### src/rtl/gcd_pkg.sv
// rtl/gcd_pkg.sv - shared state encoding and default parameters for the GCD sequencer
package gcd_pkg;

  localparam int GCD_WIDTH_DEF   = 16;
  localparam int GCD_TIMEOUT_DEF = 70000;

  localparam logic [2:0] ST_IDLE   = 3'd0;
  localparam logic [2:0] ST_LOAD_A = 3'd1;
  localparam logic [2:0] ST_LOAD_B = 3'd2;
  localparam logic [2:0] ST_WAIT   = 3'd3;
  localparam logic [2:0] ST_CLEAR  = 3'd4;
  localparam logic [2:0] ST_RESP   = 3'd5;

  // Counter width for a given WAIT budget; never narrower than one bit
  function automatic int ctr_width(input int timeout);
    return (timeout > 1) ? $clog2(timeout) : 1;
  endfunction

endpackage

### src/rtl/gcd_timeout_ctr.sv
// rtl/gcd_timeout_ctr.sv - WAIT-state cycle counter with expiry flag
module gcd_timeout_ctr
  import gcd_pkg::*;
#(
  parameter int TIMEOUT = GCD_TIMEOUT_DEF
) (
  input  logic clk,
  input  logic rst,
  input  logic clear,
  input  logic enable,
  output logic expired
);

  localparam int            CW   = ctr_width(TIMEOUT);
  localparam logic [CW-1:0] LAST = CW'(TIMEOUT - 1);

  logic [CW-1:0] count;

  // Count WAIT cycles from zero; hold at the last value so it can never wrap
  always_ff @(posedge clk or posedge rst) begin
    if (rst) begin
      count <= '0;
    end else if (clear) begin
      count <= '0;
    end else if (enable && (count != LAST)) begin
      count <= count + CW'(1);
    end
  end

  assign expired = (count == LAST);

endmodule

### src/rtl/gcd_sequencer.sv
// rtl/gcd_sequencer.sv - drives an external GCD core through load, wait, clear and response
module gcd_sequencer
  import gcd_pkg::*;
#(
  parameter int WIDTH   = GCD_WIDTH_DEF,
  parameter int TIMEOUT = GCD_TIMEOUT_DEF
) (
  input  logic             clk,
  input  logic             rst,
  input  logic             in_valid,
  output logic             in_ready,
  input  logic [WIDTH-1:0] in_a,
  input  logic [WIDTH-1:0] in_b,
  output logic             out_valid,
  input  logic             out_ready,
  output logic [WIDTH-1:0] out_result,
  output logic             out_err,
  output logic             gcd_start,
  output logic [WIDTH-1:0] gcd_data,
  output logic             gcd_rst,
  input  logic             gcd_done,
  input  logic [WIDTH-1:0] gcd_result,
  output logic             busy
);

  logic [2:0]       state;
  logic [WIDTH-1:0] a_q;
  logic [WIDTH-1:0] b_q;
  logic             expired;
  logic             accept;
  logic             in_wait;

  // in_ready is masked by rst so nothing is offered while reset is held
  assign in_ready  = (state == ST_IDLE) && !rst;
  assign accept    = in_valid && in_ready;
  assign in_wait   = (state == ST_WAIT);
  assign busy      = (state != ST_IDLE);
  assign out_valid = (state == ST_RESP);
  assign gcd_start = (state == ST_LOAD_A);
  assign gcd_rst   = rst || (state == ST_CLEAR);

  gcd_timeout_ctr #(
    .TIMEOUT(TIMEOUT)
  ) u_timeout_ctr (
    .clk    (clk),
    .rst    (rst),
    .clear  (!in_wait),
    .enable (in_wait),
    .expired(expired)
  );

  // Operand bus carries A then B on the two load cycles, zero otherwise
  always_comb begin
    gcd_data = '0;
    if (state == ST_LOAD_A) begin
      gcd_data = a_q;
    end else if (state == ST_LOAD_B) begin
      gcd_data = b_q;
    end
  end

  // Sequencer FSM plus operand and response registers
  always_ff @(posedge clk or posedge rst) begin
    if (rst) begin
      state      <= ST_IDLE;
      a_q        <= '0;
      b_q        <= '0;
      out_result <= '0;
      out_err    <= 1'b0;
    end else begin
      case (state)
        ST_IDLE: begin
          if (accept) begin
            a_q <= in_a;
            b_q <= in_b;
            // A zero operand makes the answer the other operand; skip the core
            if ((in_a == '0) || (in_b == '0)) begin
              out_result <= in_a | in_b;
              out_err    <= 1'b0;
              state      <= ST_RESP;
            end else begin
              state <= ST_LOAD_A;
            end
          end
        end
        ST_LOAD_A: state <= ST_LOAD_B;
        ST_LOAD_B: state <= ST_WAIT;
        ST_WAIT: begin
          // done is checked first so it wins over a same-cycle expiry
          if (gcd_done) begin
            out_result <= gcd_result;
            out_err    <= 1'b0;
            state      <= ST_CLEAR;
          end else if (expired) begin
            out_result <= '0;
            out_err    <= 1'b1;
            state      <= ST_CLEAR;
          end
        end
        ST_CLEAR: state <= ST_RESP;
        ST_RESP: begin
          if (out_ready) begin
            state <= ST_IDLE;
          end
        end
        default: state <= ST_IDLE;
      endcase
    end
  end

endmodule

### config.mk
export PLATFORM = sky130hd
export DESIGN_NAME = gcd_sequencer
export DESIGN_NICKNAME = d
export VERILOG_FILES = /design/src/rtl/gcd_pkg.sv /design/src/rtl/gcd_timeout_ctr.sv /design/src/rtl/gcd_sequencer.sv
export SDC_FILE = /design/constraint.sdc
export NUM_CORES = 1
export LEC_CHECK = 0
export CAP_MARGIN = 25
export CORE_MARGIN = 10
export CORE_UTILIZATION = 45
export DETAILED_ROUTE_END_ITERATION = 12
export PLACE_DENSITY = 0.8
export SKIP_LAST_GASP = 1
export SLEW_MARGIN = 20
export SYNTH_ARGS = -nofsm -noshare
export SYNTH_HDL_FRONTEND = slang
export SYNTH_SLANG_ARGS = --single-unit
### constraint.sdc
create_clock -name clk -period 5.97 [get_ports clk]
set_input_delay 1.194 -clock clk [delete_from_list [all_inputs] [get_ports clk]]
set_output_delay 1.194 -clock clk [all_outputs]
set_load 0.005 [all_outputs]
==> After elaboration in Yosys (flattened, before gate mapping) <==
Index checks and enable logic that the tools add are counted.
{ "classes": {"n_addsub": 1, "mul": 0, "div_mod_pow": 0, "n_lt_le_gt_ge": 0, "n_eq_ne": 12, "n_shift": 0, "muxes": 20, "n_bitwise": 1, "n_reduce_logical": 14} }
{ "ops": {"columns": ["op", "count"], "rows": [
  ["2-to-1 mux 16 bit", 6],
  ["2-to-1 mux 17 bit", 2],
  ["zero test 16 bit", 2],
  ["case mux 16 bit (2 select lines)", 1],
  ["case mux 3 bit (6 select lines)", 1],
  ["adder 17 x 1 -> 17 bit, second input constant", 1],
  ["== test 17 bit, second input constant", 1],
  ["inequality test 17 bit, second input constant", 1],
  ["OR 16 bit", 1],
  ["2-to-1 mux 3 bit", 5],
  ["== test 3 x 2 -> 1 bit, second input constant", 2],
  ["== test 3 bit, second input constant", 2],
  ["2-to-1 mux 1 bit", 4],
  ["inequality test 2 x 1 -> 1 bit, second input constant", 2],
  ["inequality test 2 bit, second input constant", 2],
  ["AND reduction 4 bit", 1],
  ["== test 3 x 1 -> 1 bit, second input constant", 1],
  ["logical AND 1 bit", 3],
  ["zero test 3 bit", 1],
  ["inequality test 3 bit, second input constant", 1],
  ["AND reduction 3 bit", 1],
  ["nonzero test 3 bit", 1],
  ["logical OR 1 bit", 2],
  ["case mux 1 bit (2 select lines)", 1],
  ["3 further kinds", 3]
]} }
{ "word_totals": {"regBits": 69, "latchBits": 0, "ramBits": 0, "rom_bits": 0, "inputBits": 53, "output_inout_bits": 38, "wordCells": 54, "memories": 0} }

==> Logic depth before layout (Yosys ltp) <==
Gate-level depths: netlist of the first run.
{ "logic_depth": {"depth_word": 5, "depth_mapped": 7, "depth_no_buf": 6} }

==> By module <==
Synthesis of the first run repeated with hierarchy kept, for this count alone.
{ "unflattened": {"hier_cells": 397, "area_unflattened_um2": 3594.7} }
{ "by_module_without_submodules": {"columns": ["mod", "n_inst", "cells_per_inst", "area_per_inst_um2", "seq_area_each_um2"], "rows": [
  ["gcd_sequencer", 1, 292, 2616.3, 1301.2],
  ["gcd_timeout_ctr", 1, 105, 978.4, 425.4]
]} }

==> Worst setup path before layout of the first run <==
No wires, ideal clock.
{ "synth_path": {"path_kind": "input-to-output", "from": "in rst", "to": "out gcd_rst", "t_arrival_ns": 3.011, "required_time_ns": 4.776, "setup_slack_ns": 1.765, "stages": 2, "path_buffers": 0, "path_cell_list": "inv_1 > o21ai_0"} }
{ "synth_via": {"elab_chain_cells": 1} }
{ "synth_lines": {"columns": ["item", "line", "source"], "rows": [
  ["start: declaration", "gcd_sequencer.sv:9", "input logic rst,"],
  ["logical OR 1 bit", "gcd_sequencer.sv:40", "assign gcd_rst = rst || (state == ST_CLEAR);"],
  ["end: declaration", "gcd_sequencer.sv:20", "output logic gcd_rst,"]
]} }
No other way between the ends.

==> Worst setup path after layout of the first run <==
Same ends and word-level chain as after synthesis.

==> results of run 1 <==
==> critical path: cells and delay by family <==
family | cells | cell delay (ns)
AOI/OAI and AO/OA | 1 | 0.06
buffers and inverters | 3 | 1.06
==> placed cells by master, fill, tap and decap left out, types with 2 or more instances in the layout <==
master	Yosys	routed
clkbuf_8	0	11
a21oi_1	36	36
nand4_1	8	8
nor4_1	8	8
bufinv_16	0	2
and3_1	2	2
nor4b_4	2	2
buf_4	0	5
nand3_1	6	6
mux2_1	4	4
dfrtp_1	69	69
mux2_2	35	35
a22o_1	17	17
xnor2_1	7	7
clkdlybuf4s50_1	0	90
inv_1	3	2
nor2_1	37	37
mux2_4	9	9
xor2_1	8	8
o21ai_0	5	5
nand2_1	6	6
==> layer usage <==
| metal | track usage, % | vias up | share of wire (%) |
|---|---|---|---|
| li1 | - | 1279 | - |
| met4 | 9.48 | 0 | 2.9 |
| met3 | 3.65 | 19 | 6.1 |
| met2 | 26.9 | 86 | 50 |
| met1 | 20.3 | 1325 | 41 |
| met5 | 0 | - | 0 |
==> state kept, by name, indices dropped and copies added, names as in the netlist <==
name	flops
b_q	16
u_timeout_ctr.count	17
a_q	16
state	3
out_result	16
out_err	1
==> worst paths after layout <==
path                           from            end  slack, ns  cells after the start
setup reg to reg           state[2]  out_result[9]       3.69                      6
setup / recovery                rst        gcd_rst       2.47                      4
max in group asynchronous       rst  out_result[9]       3.92                      3
hold reg to reg             a_q[11]        a_q[11]       0.50                      1
min in group asynchronous       rst       state[1]       1.48                      3
hold / removal              a_q[11]        a_q[11]       0.50                      1
==> logic make-up after synthesis <==
| group | after synthesis | synth area share, % |
|---|---|---|
| compound gates | 64 | 12.1 |
| xor+xnor | 15 | 3.83 |
| fa+ha+maj | 1 | 0.365 |
| buf+inv | 19 | 2.48 |
| flops | 69 | 50.3 |
| mux | 49 | 17.0 |
| simple gates | 83 | 13.8 |
==> power breakdown <==
group	internal [W]	switching [W]
clock	0.000259	0.000178
combinational	0.000542	0.000351
sequential	0.000647	0.000115
==> synth_stat cells (7+ instances only) <==
master / instances
xnor2_1: 7
dfrtp_1: 69
nand4_1: 8
nor4_1: 8
mux2_2: 35
mux2_4: 9
a21oi_1: 36
clkbuf_1: 9
nor2_1: 37
xor2_1: 8
a22o_1: 17
==> stage by stage <==
| step | hold slack, ns | util, % | total power (W) | cell area (µm²) |
|---|---|---|---|---|
| global placement | 0.474 | 60.2 | 0.00163 | 4410 |
| detailed placement | 0.484 | 60.2 | 0.00166 | 4410 |
| global route | 0.516 | 63.6 | 0.00222 | 4660 |
| CTS | 0.502 | 63.4 | 0.00210 | 4650 |
| finish | 0.500 | 63.6 | 0.00209 | 4660 |
| floorplan | 0.465 | - | 0.00124 | 3430 |
==> layout make-up <==
type                            instances  area (µm²)
Multi-Input combinational cell        212        1630
Antenna cell                            1        2.50
Inverter                                3        11.3
Fill cell                             541        2670
Clock buffer                           11         151
Tap cell                               99         124
Timing Repair Buffer                   95         938
Clock inverter                          5        81.3
Sequential cell                        69        1730
==> flow_metrics.tcl, run 1 <==
set metrics [dict create \
    status "completed" \
    relSlewSlack_pct 41.1 \
    avgSynthCellArea_um2 11.4 \
    post_drt_wl_per_cell_um 19.3 \
    overflow 0 \
    required_ns 4.78 \
    cp_max_fo 2 \
    yosys_warnings 0 \
    via_per_inst 5.47 \
    ys_seq_elements 69 \
    nets 444 \
    ys_async_sr_fraction_pct 100 \
    critPathSlowestCell "clkdlybuf4s50_1" \
    cts_num_sinks 69 \
    synth_area_leaders "dfrtp_1 (50%), mux2_2 (11%), a21oi_1 (5.3%), a22o_1 (4.3%), nor2_1 (4.0%)" \
    initial_core_util_pct 46.8 \
    max-vdd-ir-drop_v 0.000242 \
    cellPowerDensity_nw_per_um2 449 \
    synth_cell_types 41 \
    dr.pass1.iters 4 \
    numCtsBuffers 9 \
    routabilityCongestion 0.853 \
    fin_skew_ns 0.00756 \
    post_cts_resized 0 \
    synth_top_area_share_pct 50.3 \
    leakagePower_nw 1.92 \
    grt_pass1_wl_um 15100 \
    htreeDepth 3 \
    setup.worst_path.end_class "primary output" \
    synth_cells 300 \
    drc 0 \
    synth-seq-area-share_pct 50.3 \
    setup_slack_ns 2.47 \
    place_ws_ns 2.35 \
    vias 2709 \
    port_buffers 90 \
    maxCapViolCount 0 \
    worstSetupPathType "in -> out" \
    dpl.hpwl_um 7160 \
    fin_crit_ns 3.50 \
    max_freq_ghz 0.285 \
    cts_tree "yes" \
    drt_wl_total_um 9550 \
    rsz0062_at_grt "false" \
    slew_viol_final 0 \
    synth_top_area_cell "dfrtp_1" \
    dp_cells 476 \
    finalCritPeriodShare_pct 58.7 \
    cp_data_arrival_time_ns 2.31 \
    top_level_ports 91 \
    synthFlopType "dfrtp_1" \
    fin_setup_tns_ns 0 \
    die_area_um2 11500 \
    clock_path_buffers 2 \
    max_stage_delay_ns 0.53 \
    hold_violations 0 \
    layout-drive-gt1-share_pct 19.5 \
    coreArea_um2 7330 \
    clk_pin_slew_worst_paths_ns 0.08 \
    ant_nets 0 \
    cpMostUsedCell "clkdlybuf4s50_1" \
    areaGrowthSynthToFinish_pct 36.0 \
    drt_iter0_drc 161 \
    path_cells "clkdlybuf4s50_1 -> inv_2 -> o21ai_0 -> clkdlybuf4s50_1" \
    hold_buffers 0 \
    min_path_type "reg -> reg" \
    grt_max_degree 71 \
    synth-edff-count 0 \
    syn_area_um2 3430 \
    worst_pin_slew_ns 0.884 \
    grt_pass1_vias 2838 \
    post-cts-setup-buffers 0 \
    setup-violations-final 0 \
    clk_latency_ns 0.34 \
    root_buffer "clkbuf_8" \
    crit_path_start_kind "input port" \
    syn_nets 354 \
    track_usage_pct 16.7 \
    rows 31 \
    fp.dieW_um 107 \
    die-height_um 107 \
    fin_cells 495 \
    antenna_found_initial 1 \
]
Power figures use the tool's default switching activity.
==> run 2, diff against run 1 <==
CORE_UTILIZATION = 44   (was 45)
PLACE_DENSITY = 0.81   (was 0.8)
clock period = 3 ns   (was 5.97 ns; I/O delays follow)
==> run 2 against run 1 <==
Utilization decreased by 2.8 points. Critical endpoint is now gcd_data[3]. Non-clock buffer count increased by 2. Critical path type is now reg -> out. Largest cell class unchanged. Highest routed layer unchanged. Clock power grew 72%. Die area rose by 1.8%.
==> flow_metrics.tcl, run 2 (synthesis gave the netlist of run 1 again) <==
set metrics [dict create \
    required_ns 2.40 \
    max-vdd-ir-drop_v 0.000262 \
    grt_pass1_vias 2857 \
    initial_core_util_pct 44.9 \
    fin_skew_ns 0.0102 \
    drt_iter0_drc 173 \
    regMostFlops "u_timeout_ctr.count" \
    drc 0 \
    dr.pass1.iters 4 \
    grt_max_degree 54 \
    cp_max_fo 17 \
    ant_nets 0 \
    final_util_pct 60.8 \
    dpl.hpwl_um 6920 \
    antenna_cells 0 \
    rsz0062_at_grt "false" \
    overflow 0 \
    port_buffers 90 \
    setup-violations-final 0 \
    setup.worst_path.end_class "primary output" \
    max_freq_ghz 0.371 \
    finalCritPeriodShare_pct 89.8 \
    min_path_type "reg -> reg" \
    hold_violations 0 \
    layout-drive-gt1-share_pct 19.9 \
    die_area_um2 11700 \
    cts_tree "yes" \
    htreeDepth 3 \
    maxCapViolCount 0 \
    top_level_ports 91 \
    largest_register_ffs 17 \
    vias 2699 \
    clock_path_buffers 2 \
    cp_data_arrival_time_ns 2.09 \
    antenna_found_initial 0 \
    via_per_inst 5.41 \
    post_drt_wl_per_cell_um 18.5 \
    nets 446 \
    areaGrowthSynthToFinish_pct 35.5 \
    status "completed" \
    routabilityCongestion 0.884 \
    rows 32 \
    final_cell_mix "clkdlybuf4s50_1 (90), dfrtp_1 (69), nor2_1 (37)" \
    clk_latency_ns 0.35 \
    fp.dieW_um 108 \
    placed_cell_area_um2 4450 \
    grt_pass1_wl_um 14800 \
    cts_num_sinks 69 \
    numCtsBuffers 9 \
    die-height_um 108 \
    cellPowerDensity_nw_per_um2 871 \
    worstSetupPathType "reg -> out" \
    clk_pin_slew_worst_paths_ns 0.07 \
    final_area_um2 4650 \
    drt_wl_total_um 9240 \
    mostFrequentLayoutCell "clkdlybuf4s50_1" \
    leakagePower_nw 1.91 \
    slew_viol_final 0 \
    track_usage_pct 16.1 \
    hold_buffers 0 \
    hold-worst-slack_ns 0.498 \
    post_cts_resized 0 \
    relSlewSlack_pct 54.6 \
    fin_setup_tns_ns 0 \
    coreArea_um2 7650 \
    crit_path_start_kind "flip-flop" \
    power_w 0.00405 \
    fin_crit_ns 2.69 \
    root_buffer "clkbuf_8" \
    worst_pin_slew_ns 0.679 \
    post-cts-setup-buffers 0 \
]
## run 2: routing by layer
layer | global-route usage, % | share of wire (%)
met3 | 4.76 | 7.2
met2 | 25.4 | 48
met5 | 0 | 0
met1 | 20.4 | 43
met4 | 5.65 | 1.7
## run 2: where the power goes
part           switching (W)  internal [W]  total, W
combinational       0.000693       0.00108   0.00177
sequential          0.000236       0.00129   0.00152
clock               0.000365      0.000386  0.000751
## run 2: final timing paths
path | depth (start not counted) | slack, ns | startpoint | endpoint
setup / recovery | 5 | 0.31 | state[0] | gcd_data[3]
hold / removal | 1 | 0.50 | a_q[5] | a_q[5]
setup reg to reg | 6 | 0.83 | u_timeout_ctr.count[0] | out_result[14]
hold reg to reg | 1 | 0.50 | a_q[5] | a_q[5]
max in group asynchronous | 3 | 1.64 | rst | out_result[6]
min in group asynchronous | 3 | 0.72 | rst | b_q[1]
## run 2: area by class of cell
class	instances	area, µm²
multi-input combinational	212	1630
timing repair buffer	97	953
fill	642	3000
tap	102	128
inverter	3	15.0
clock inverter	7	73.8
sequential	69	1730
clock buffer	9	124
## run 2: metrics by stage
| stage | worst slack, ns | cells |
|---|---|---|
| final | 0.307 | 499 |
| after global routing | 0.136 | 499 |
| after CTS | 0.292 | 499 |
| after detailed placement | 0.245 | 483 |
| after global placement | 0.278 | 483 |
| after floorplan | 0.139 | 300 |
## run 2: critical path, cell delays in order, from the launching register on
cell and delay [ns]:
dfrtp_1 0.49, inv_1 0.14, nor3_2 0.16, buf_4 0.25
a22o_1 0.20, clkdlybuf4s50_1 0.51
==> run 3, diff against run 2 <==
SLEW_MARGIN = 40   (was 20)
==> results of run 3 <==
Final layout, timing and power as in run 2 (identical DEF).
